`src/rtl/tinyriscv_pkg.sv`:
```
// Shared constants for the trap controller: bus widths, FSM states,
// CSR addresses, trap cause codes and system instruction encodings.
package tinyriscv_pkg;

    localparam int InstAddrBus = 32;   // instruction address width
    localparam int RegBus      = 32;   // CSR data width
    localparam int MemAddrBus  = 32;   // CSR address width

    typedef enum logic [2:0] {
        S_IDLE         = 3'd0,
        S_MEPC         = 3'd1,
        S_MSTATUS      = 3'd2,
        S_MCAUSE       = 3'd3,
        S_MRET_MSTATUS = 3'd4,
        S_ASSERT       = 3'd5
    } trap_state_e;

    localparam logic [MemAddrBus-1:0] CSR_MSTATUS = 32'h0000_0300;
    localparam logic [MemAddrBus-1:0] CSR_MEPC    = 32'h0000_0341;
    localparam logic [MemAddrBus-1:0] CSR_MCAUSE  = 32'h0000_0342;

    localparam logic [RegBus-1:0] CAUSE_ECALL     = 32'h0000_000B;
    localparam logic [RegBus-1:0] CAUSE_EBREAK    = 32'h0000_0003;
    localparam logic [RegBus-1:0] CAUSE_TIMER_IRQ = 32'h8000_0007;

    localparam logic [31:0] INST_ECALL  = 32'h0000_0073;
    localparam logic [31:0] INST_EBREAK = 32'h0010_0073;
    localparam logic [31:0] INST_MRET   = 32'h3020_0073;

    localparam int MSTATUS_MIE  = 3;
    localparam int MSTATUS_MPIE = 7;

    // Trap entry: save the interrupt enable into MPIE and disable interrupts.
    function automatic logic [RegBus-1:0] mstatus_on_trap(input logic [RegBus-1:0] ms);
        logic [RegBus-1:0] r;
        r               = ms;
        r[MSTATUS_MPIE] = ms[MSTATUS_MIE];
        r[MSTATUS_MIE]  = 1'b0;
        return r;
    endfunction

    // Trap return: restore the interrupt enable from MPIE and set MPIE.
    function automatic logic [RegBus-1:0] mstatus_on_mret(input logic [RegBus-1:0] ms);
        logic [RegBus-1:0] r;
        r               = ms;
        r[MSTATUS_MIE]  = ms[MSTATUS_MPIE];
        r[MSTATUS_MPIE] = 1'b1;
        return r;
    endfunction

endpackage

```
`src/rtl/sync_2ff.sv`:
```
// Two-flop synchronizer for the asynchronous timer interrupt request.
// Only built when TRAP_CTRL_IRQ_SYNC_EN is defined.
`ifdef TRAP_CTRL_IRQ_SYNC_EN
module sync_2ff (
    input  logic clk_i,
    input  logic rst_ni,
    input  logic d_i,
    output logic q_o
);

    logic r_meta;
    logic r_sync;

    // Two back-to-back flops; the first may go metastable, the second settles it.
    always_ff @(posedge clk_i or negedge rst_ni) begin
        if (!rst_ni) begin
            r_meta <= 1'b0;
            r_sync <= 1'b0;
        end else begin
            r_meta <= d_i;
            r_sync <= r_meta;
        end
    end

    assign q_o = r_sync;

endmodule
`endif

```
`src/rtl/trap_ctrl.sv`:
```
// trap_ctrl: takes ECALL/EBREAK/timer-interrupt traps and MRET returns,
// sequences the mepc/mstatus/mcause CSR writes and issues a one-cycle
// redirect to the control block. Define TRAP_CTRL_IRQ_SYNC_EN to pass
// irq_i through a two-flop synchronizer before use.
module trap_ctrl
    import tinyriscv_pkg::*;
(
    input  logic                   clk_i,
    input  logic                   rst_ni,
    input  logic                   irq_i,
    input  logic [31:0]            inst_i,
    input  logic [InstAddrBus-1:0] inst_addr_i,
    input  logic                   jump_flag_i,
    input  logic [InstAddrBus-1:0] jump_addr_i,
    input  logic                   div_busy_i,
    input  logic [RegBus-1:0]      csr_mtvec_i,
    input  logic [RegBus-1:0]      csr_mepc_i,
    input  logic [RegBus-1:0]      csr_mstatus_i,
    output logic                   hold_flag_o,
    output logic                   csr_we_o,
    output logic [MemAddrBus-1:0]  csr_waddr_o,
    output logic [RegBus-1:0]      csr_wdata_o,
    output logic                   int_assert_o,
    output logic [InstAddrBus-1:0] int_addr_o
);

    logic w_irq;

`ifdef TRAP_CTRL_IRQ_SYNC_EN
    sync_2ff u_irq_sync (
        .clk_i  (clk_i),
        .rst_ni (rst_ni),
        .d_i    (irq_i),
        .q_o    (w_irq)
    );
`else
    assign w_irq = irq_i;
`endif

    trap_state_e            r_state;
    trap_state_e            w_state_nxt;
    logic [RegBus-1:0]      r_cause;
    logic [InstAddrBus-1:0] r_mepc;
    logic                   r_mret;

    logic                   w_evt_trap;
    logic                   w_evt_mret;
    logic [RegBus-1:0]      w_evt_cause;
    logic [InstAddrBus-1:0] w_evt_mepc;

    logic                   w_hold;
    logic                   w_we;
    logic [MemAddrBus-1:0]  w_waddr;
    logic [RegBus-1:0]      w_wdata;
    logic                   w_int_assert;
    logic [InstAddrBus-1:0] w_int_addr;

    // Prioritised event decode; suppressed while reset is held so every output stays low.
    always_comb begin
        w_evt_trap  = 1'b0;
        w_evt_mret  = 1'b0;
        w_evt_cause = 32'h0000_0000;
        w_evt_mepc  = inst_addr_i;
        if (!rst_ni) begin
            w_evt_trap = 1'b0;
        end else if (inst_i == INST_ECALL) begin
            w_evt_trap  = 1'b1;
            w_evt_cause = CAUSE_ECALL;
        end else if (inst_i == INST_EBREAK) begin
            w_evt_trap  = 1'b1;
            w_evt_cause = CAUSE_EBREAK;
        end else if (inst_i == INST_MRET) begin
            w_evt_mret = 1'b1;
        end else if (w_irq && csr_mstatus_i[MSTATUS_MIE] && !div_busy_i) begin
            w_evt_trap  = 1'b1;
            w_evt_cause = CAUSE_TIMER_IRQ;
            // A redirecting instruction has already retired; resume at its target.
            w_evt_mepc  = jump_flag_i ? jump_addr_i : inst_addr_i;
        end else begin
            w_evt_trap = 1'b0;
        end
    end

    // FSM state register.
    always_ff @(posedge clk_i or negedge rst_ni) begin
        if (!rst_ni) begin
            r_state <= S_IDLE;
        end else begin
            r_state <= w_state_nxt;
        end
    end

    // Capture cause, return address and path type when an event is accepted.
    always_ff @(posedge clk_i or negedge rst_ni) begin
        if (!rst_ni) begin
            r_cause <= 32'h0000_0000;
            r_mepc  <= 32'h0000_0000;
            r_mret  <= 1'b0;
        end else if ((r_state == S_IDLE) && (w_evt_trap || w_evt_mret)) begin
            r_cause <= w_evt_cause;
            r_mepc  <= w_evt_mepc;
            r_mret  <= w_evt_mret;
        end
    end

    // Next-state and output decode; CSR bus is zero unless a write is strobed.
    always_comb begin
        w_state_nxt  = r_state;
        w_hold       = 1'b0;
        w_we         = 1'b0;
        w_waddr      = 32'h0000_0000;
        w_wdata      = 32'h0000_0000;
        w_int_assert = 1'b0;
        w_int_addr   = 32'h0000_0000;
        case (r_state)
            S_IDLE: begin
                if (w_evt_trap) begin
                    w_hold      = 1'b1;
                    w_state_nxt = S_MEPC;
                end else if (w_evt_mret) begin
                    w_hold      = 1'b1;
                    w_state_nxt = S_MRET_MSTATUS;
                end else begin
                    w_state_nxt = S_IDLE;
                end
            end
            S_MEPC: begin
                w_hold      = 1'b1;
                w_we        = 1'b1;
                w_waddr     = CSR_MEPC;
                w_wdata     = r_mepc;
                w_state_nxt = S_MSTATUS;
            end
            S_MSTATUS: begin
                w_hold      = 1'b1;
                w_we        = 1'b1;
                w_waddr     = CSR_MSTATUS;
                w_wdata     = mstatus_on_trap(csr_mstatus_i);
                w_state_nxt = S_MCAUSE;
            end
            S_MCAUSE: begin
                w_hold      = 1'b1;
                w_we        = 1'b1;
                w_waddr     = CSR_MCAUSE;
                w_wdata     = r_cause;
                w_state_nxt = S_ASSERT;
            end
            S_MRET_MSTATUS: begin
                w_hold      = 1'b1;
                w_we        = 1'b1;
                w_waddr     = CSR_MSTATUS;
                w_wdata     = mstatus_on_mret(csr_mstatus_i);
                w_state_nxt = S_ASSERT;
            end
            S_ASSERT: begin
                w_hold       = 1'b1;
                w_int_assert = 1'b1;
                w_int_addr   = r_mret ? csr_mepc_i : (csr_mtvec_i & 32'hFFFF_FFFC);
                w_state_nxt  = S_IDLE;
            end
            default: begin
                w_state_nxt = S_IDLE;
            end
        endcase
    end

    assign hold_flag_o  = w_hold;
    assign csr_we_o     = w_we;
    assign csr_waddr_o  = w_waddr;
    assign csr_wdata_o  = w_wdata;
    assign int_assert_o = w_int_assert;
    assign int_addr_o   = w_int_addr;

endmodule
```
`config.mk`:
```
export PLATFORM = sky130hd
export DESIGN_NAME = trap_ctrl
export DESIGN_NICKNAME = d
export VERILOG_FILES = /design/src/rtl/tinyriscv_pkg.sv /design/src/rtl/sync_2ff.sv /design/src/rtl/trap_ctrl.sv
export SDC_FILE = /design/constraint.sdc
export NUM_CORES = 1
export LEC_CHECK = 0
export BUFFER_PORTS_ARGS = -buffer_cell sky130_fd_sc_hd__buf_2
export CAP_MARGIN = 20
export CORE_AREA = 2 2 115 117
export DETAILED_ROUTE_END_ITERATION = 6
export DIE_AREA = 0 0 117 119
export HOLD_SLACK_MARGIN = 0.02
export RECOVER_POWER = 25
export SLEW_MARGIN = 10
export SYNTH_ARGS = -nofsm -noshare
export SYNTH_HDL_FRONTEND = slang
export SYNTH_SLANG_ARGS = --single-unit
```
`constraint.sdc`:
```
create_clock -name clk_i -period 2.31 [get_ports clk_i]
set_clock_uncertainty 0.1 [all_clocks]
set_input_delay 0.231 -clock clk_i [delete_from_list [all_inputs] [get_ports clk_i]]
set_output_delay 0.231 -clock clk_i [all_outputs]
set_load 0.01 [all_outputs]
```
==> results.py <==
metrics = {
    "floorplan": {
        "design.core.area_um2": 12900,
        "die_area_um2": 13900,
        "start_util_pct": 26.3,
        "placementRows": 42,
        "pin_count": 296,
        "die_h_um": 119,
        "dieWidth_um": 117,
    },
    "global_route": {
        "grt_max_degree": 39,
        "grt_pass1_wl_um": 16500,
        "overflow": 0,
        "grtUsageTotal_pct": 15.0,
        "grt_pass1_vias": 3314,
        "antenna_found_initial": 0,
    },
    "power_and_ir_drop": {
        "power_leakage_nw": 2.71,
        "p_seq_share_pct": 26.4,
        "powerDensity_nw_per_um2": 929,
        "p_comb_share_pct": 59.1,
        "pwr-share-clk_pct": 14.5,
        "switchingPower_mw": 1.81,
        "vdd_ir_drop_max_uv": 409,
        "p_sw_share_pct": 39.0,
        "power.internal_mw": 2.83,
        "p_total_mw": 4.64,
    },
    "hold_path": {
        "min_path_type": "input port to flip-flop",
        "hold_end": "r_mepc[29]$_DFFE_PN0P_",
        "whs_path_depth": 3,
        "min_from": "jump_addr_i[29]",
    },
    "cells_and_area": {
        "multiInputGateArea_um2": 2130,
        "nets": 792,
        "final_layout_size_suffix_gt1_share_pct": 54.4,
        "seq_area_um2": 976,
        "syn_to_final_growth_pct": 47.8,
        "antenna_cells": 0,
        "fillers": 1282,
    },
    "worst_setup_path": {
        "crit_required_ns": 2.37,
        "path_max_fanout": 32,
        "rr_endpoint": "r_mepc[29]$_DFFE_PN0P_",
        "arrival_ns": 2.21,
        "r2r-start": "r_state[1]$_DFF_PN0_",
        "endpoint_kind": "flip-flop",
        "crit_type": "input port to flip-flop",
        "rrSetupSlack_ns": 0.25,
        "startpoint_type": "input port",
        "reg2regPathDepth": 7,
    },
    "synth": {
        "synth_top_area_share_pct": 28.9,
        "syn_area_um2": 3380,
        "yosysMostFrequentCell": "dfrtp_1",
        "async_flop_share_pct": 100,
        "synthTopCellsByArea": "dfrtp_1, mux2_4, mux2_1",
        "syn_area_per_cell_um2": 10.2,
        "seq_area_frac_synth_pct": 28.9,
        "synth_cells": 330,
        "ys.flop_type": "dfrtp_1",
        "yosysWarningCount": 0,
        "yosysTopAreaCell": "dfrtp_1",
        "synth_edf_count": 0,
        "ys_seq_elements": 39,
        "synth_common_cells": "dfrtp_1, nor2_1, mux2_1",
        "synth_cell_types": 42,
    },
    "timing": {
        "hold_ws_ns": 0.186,
        "period_needed_ns": 2.15,
        "fmax_mhz": 464,
        "fin_tns_setup_ns": 0,
        "tightest_slew_ns": 0.970,
        "fin_crit_sh_pct": 93.2,
        "hold_viol_final": 0,
        "relSlewSlack_pct": 35.4,
        "slew_viol_final": 0,
        "rsz0062_at_grt": "false",
        "setup_slack_ns": 0.156,
        "setup_viol": 0,
    },
    "placement": {
        "io_buffers": 266,
        "gp_congestion": 0.860,
        "place_worst_setup_slack_ns": -0.0935,
        "dp_hpwl_um": 9070,
    },
    "route": {
        "drt_iter0_drc": 123,
        "postRouteAntennaNets": 0,
        "firstDrtPassIters": 6,
        "drt_wl_total_um": 10900,
        "vias_per_cell": 4.45,
        "drc": 0,
        "vias": 3432,
        "wire_per_inst_um": 14.1,
    },
    "job": {
        "max-cap-violations": 0,
    },
    "clocking": {
        "root_buffer": "clkbuf_16",
        "cts-htree-levels": 2,
        "cts_inserted_buffers": 5,
        "cts_tree": "yes",
        "clkTransAtPathRegs_ns": 0.06,
        "clk_latency_ns": 0.28,
        "clock_sinks": 39,
        "cts_max_path_buffers": 2,
    },
    "run_status": {
        "status": "finished, final reports clean",
    },
}
how the worst max path moves through the flow:
stage	start	end	slack, ns
2_1_floorplan	inst_i[21]	r_mepc[29]$_DFFE_PN0P_	0.13
3_3_place_gp	inst_i[12]	r_mepc[31]$_DFFE_PN0P_	-0.02
3_5_place_dp	inst_i[15]	r_mepc[28]$_DFFE_PN0P_	-0.09
4_1_cts	rst_ni	hold_flag_o	0.06
5_1_grt	inst_i[18]	r_mepc[30]$_DFFE_PN0P_	0.06
6_report	rst_ni	r_mepc[31]$_DFFE_PN0P_	0.16
layout make-up:
class / instances / area share (%)
Timing Repair Buffer: 284 / 30.0
Inverter: 7 / 0.526
Sequential cell: 39 / 19.5
Clock inverter: 2 / 0.250
Tap cell: 176 / 4.41
Clock buffer: 6 / 2.58
Multi-Input combinational cell: 258 / 42.7
registers in the layout, indices dropped and copies added (netlist names):
| register | count |
|---|---|
| r_cause | 3 |
| r_mepc | 32 |
| r_mret | 1 |
| r_state | 3 |
logic make-up after synthesis:
kind of cell	count (synthesis)	share of synthesized area [%]
xor+xnor	4	1.04
other cells	1	0.111
compound gates	50	12.1
mux	96	33.9
simple gates	81	12.7
flops	39	28.9
buf+inv	59	11.3
per-stage QoR:
| stage | area (um^2) | util, % | std cells |
|---|---|---|---|
| after floorplan | 3480 | - | 356 |
| after global placement | 4830 | 37.5 | 761 |
| after detailed placement | 4830 | 37.5 | 761 |
| after CTS | 4980 | 38.7 | 770 |
| after global routing | 5000 | 38.8 | 772 |
| final | 5000 | 38.8 | 772 |
layer usage:
layer,part of all wire [%],vias up,global-route usage (%)
met5,0,-,0
met4,1.3,0,3.75
li1,-,1664,-
met1,45,1633,21.0
met2,49,122,24.4
met3,4.7,13,1.93
power groups by stage:
| stage | combinational, mW | clock, mW | sequential (mW) |
|---|---|---|---|
| 2_1_floorplan | 1.88 | 0 | 1.15 |
| 3_3_place_gp | 2.71 | 0 | 1.24 |
| 3_5_place_dp | 2.74 | 0 | 1.24 |
| 4_1_cts | 2.76 | 0.691 | 1.23 |
| 5_1_grt | 2.99 | 0.732 | 1.27 |
| 6_report | 2.74 | 0.672 | 1.22 |
worst max-delay path, cell delays in order:
cell	delay [ns]
dlygate4sd3_1	0.54
buf_2	0.15
and4b_1	0.31
o311ai_4	0.14
buf_12	0.19
mux2_1	0.33
mux2_1	0.29
layout by cell type (no fill, tap or decap), types with 2 or more instances in the layout:
cell	Yosys	routed
inv_1	7	7
clkbuf_16	0	5
a21oi_1	2	2
a22o_1	26	26
nor2_1	38	37
and2_1	4	4
a22oi_1	4	4
and4bb_1	2	2
mux2_1	37	37
buf_2	1	266
conb_1	1	27
and3_1	3	3
nor3_1	4	3
o21ai_0	9	9
clkbuf_1	12	2
mux2i_1	31	31
nand4_1	2	2
nand3_1	2	2
buf_4	28	12
nor4_1	3	3
dfrtp_1	39	39
xnor2_1	4	4
or3_1	2	2
mux2_4	28	28
nor2b_1	5	4
nand2_1	9	9
buf_12	0	3
a2bb2oi_1	2	2
repair_timing:
item / in CTS / in global routing
hold buffers: 1 / 0
endpoints found under the hold margin: 1 / 0
setup endpoints to repair: 0 / 1
setup buffers: 0 / 2
resized for setup: 0 / 1
Note: power is estimated with default switching activity, not from simulation.
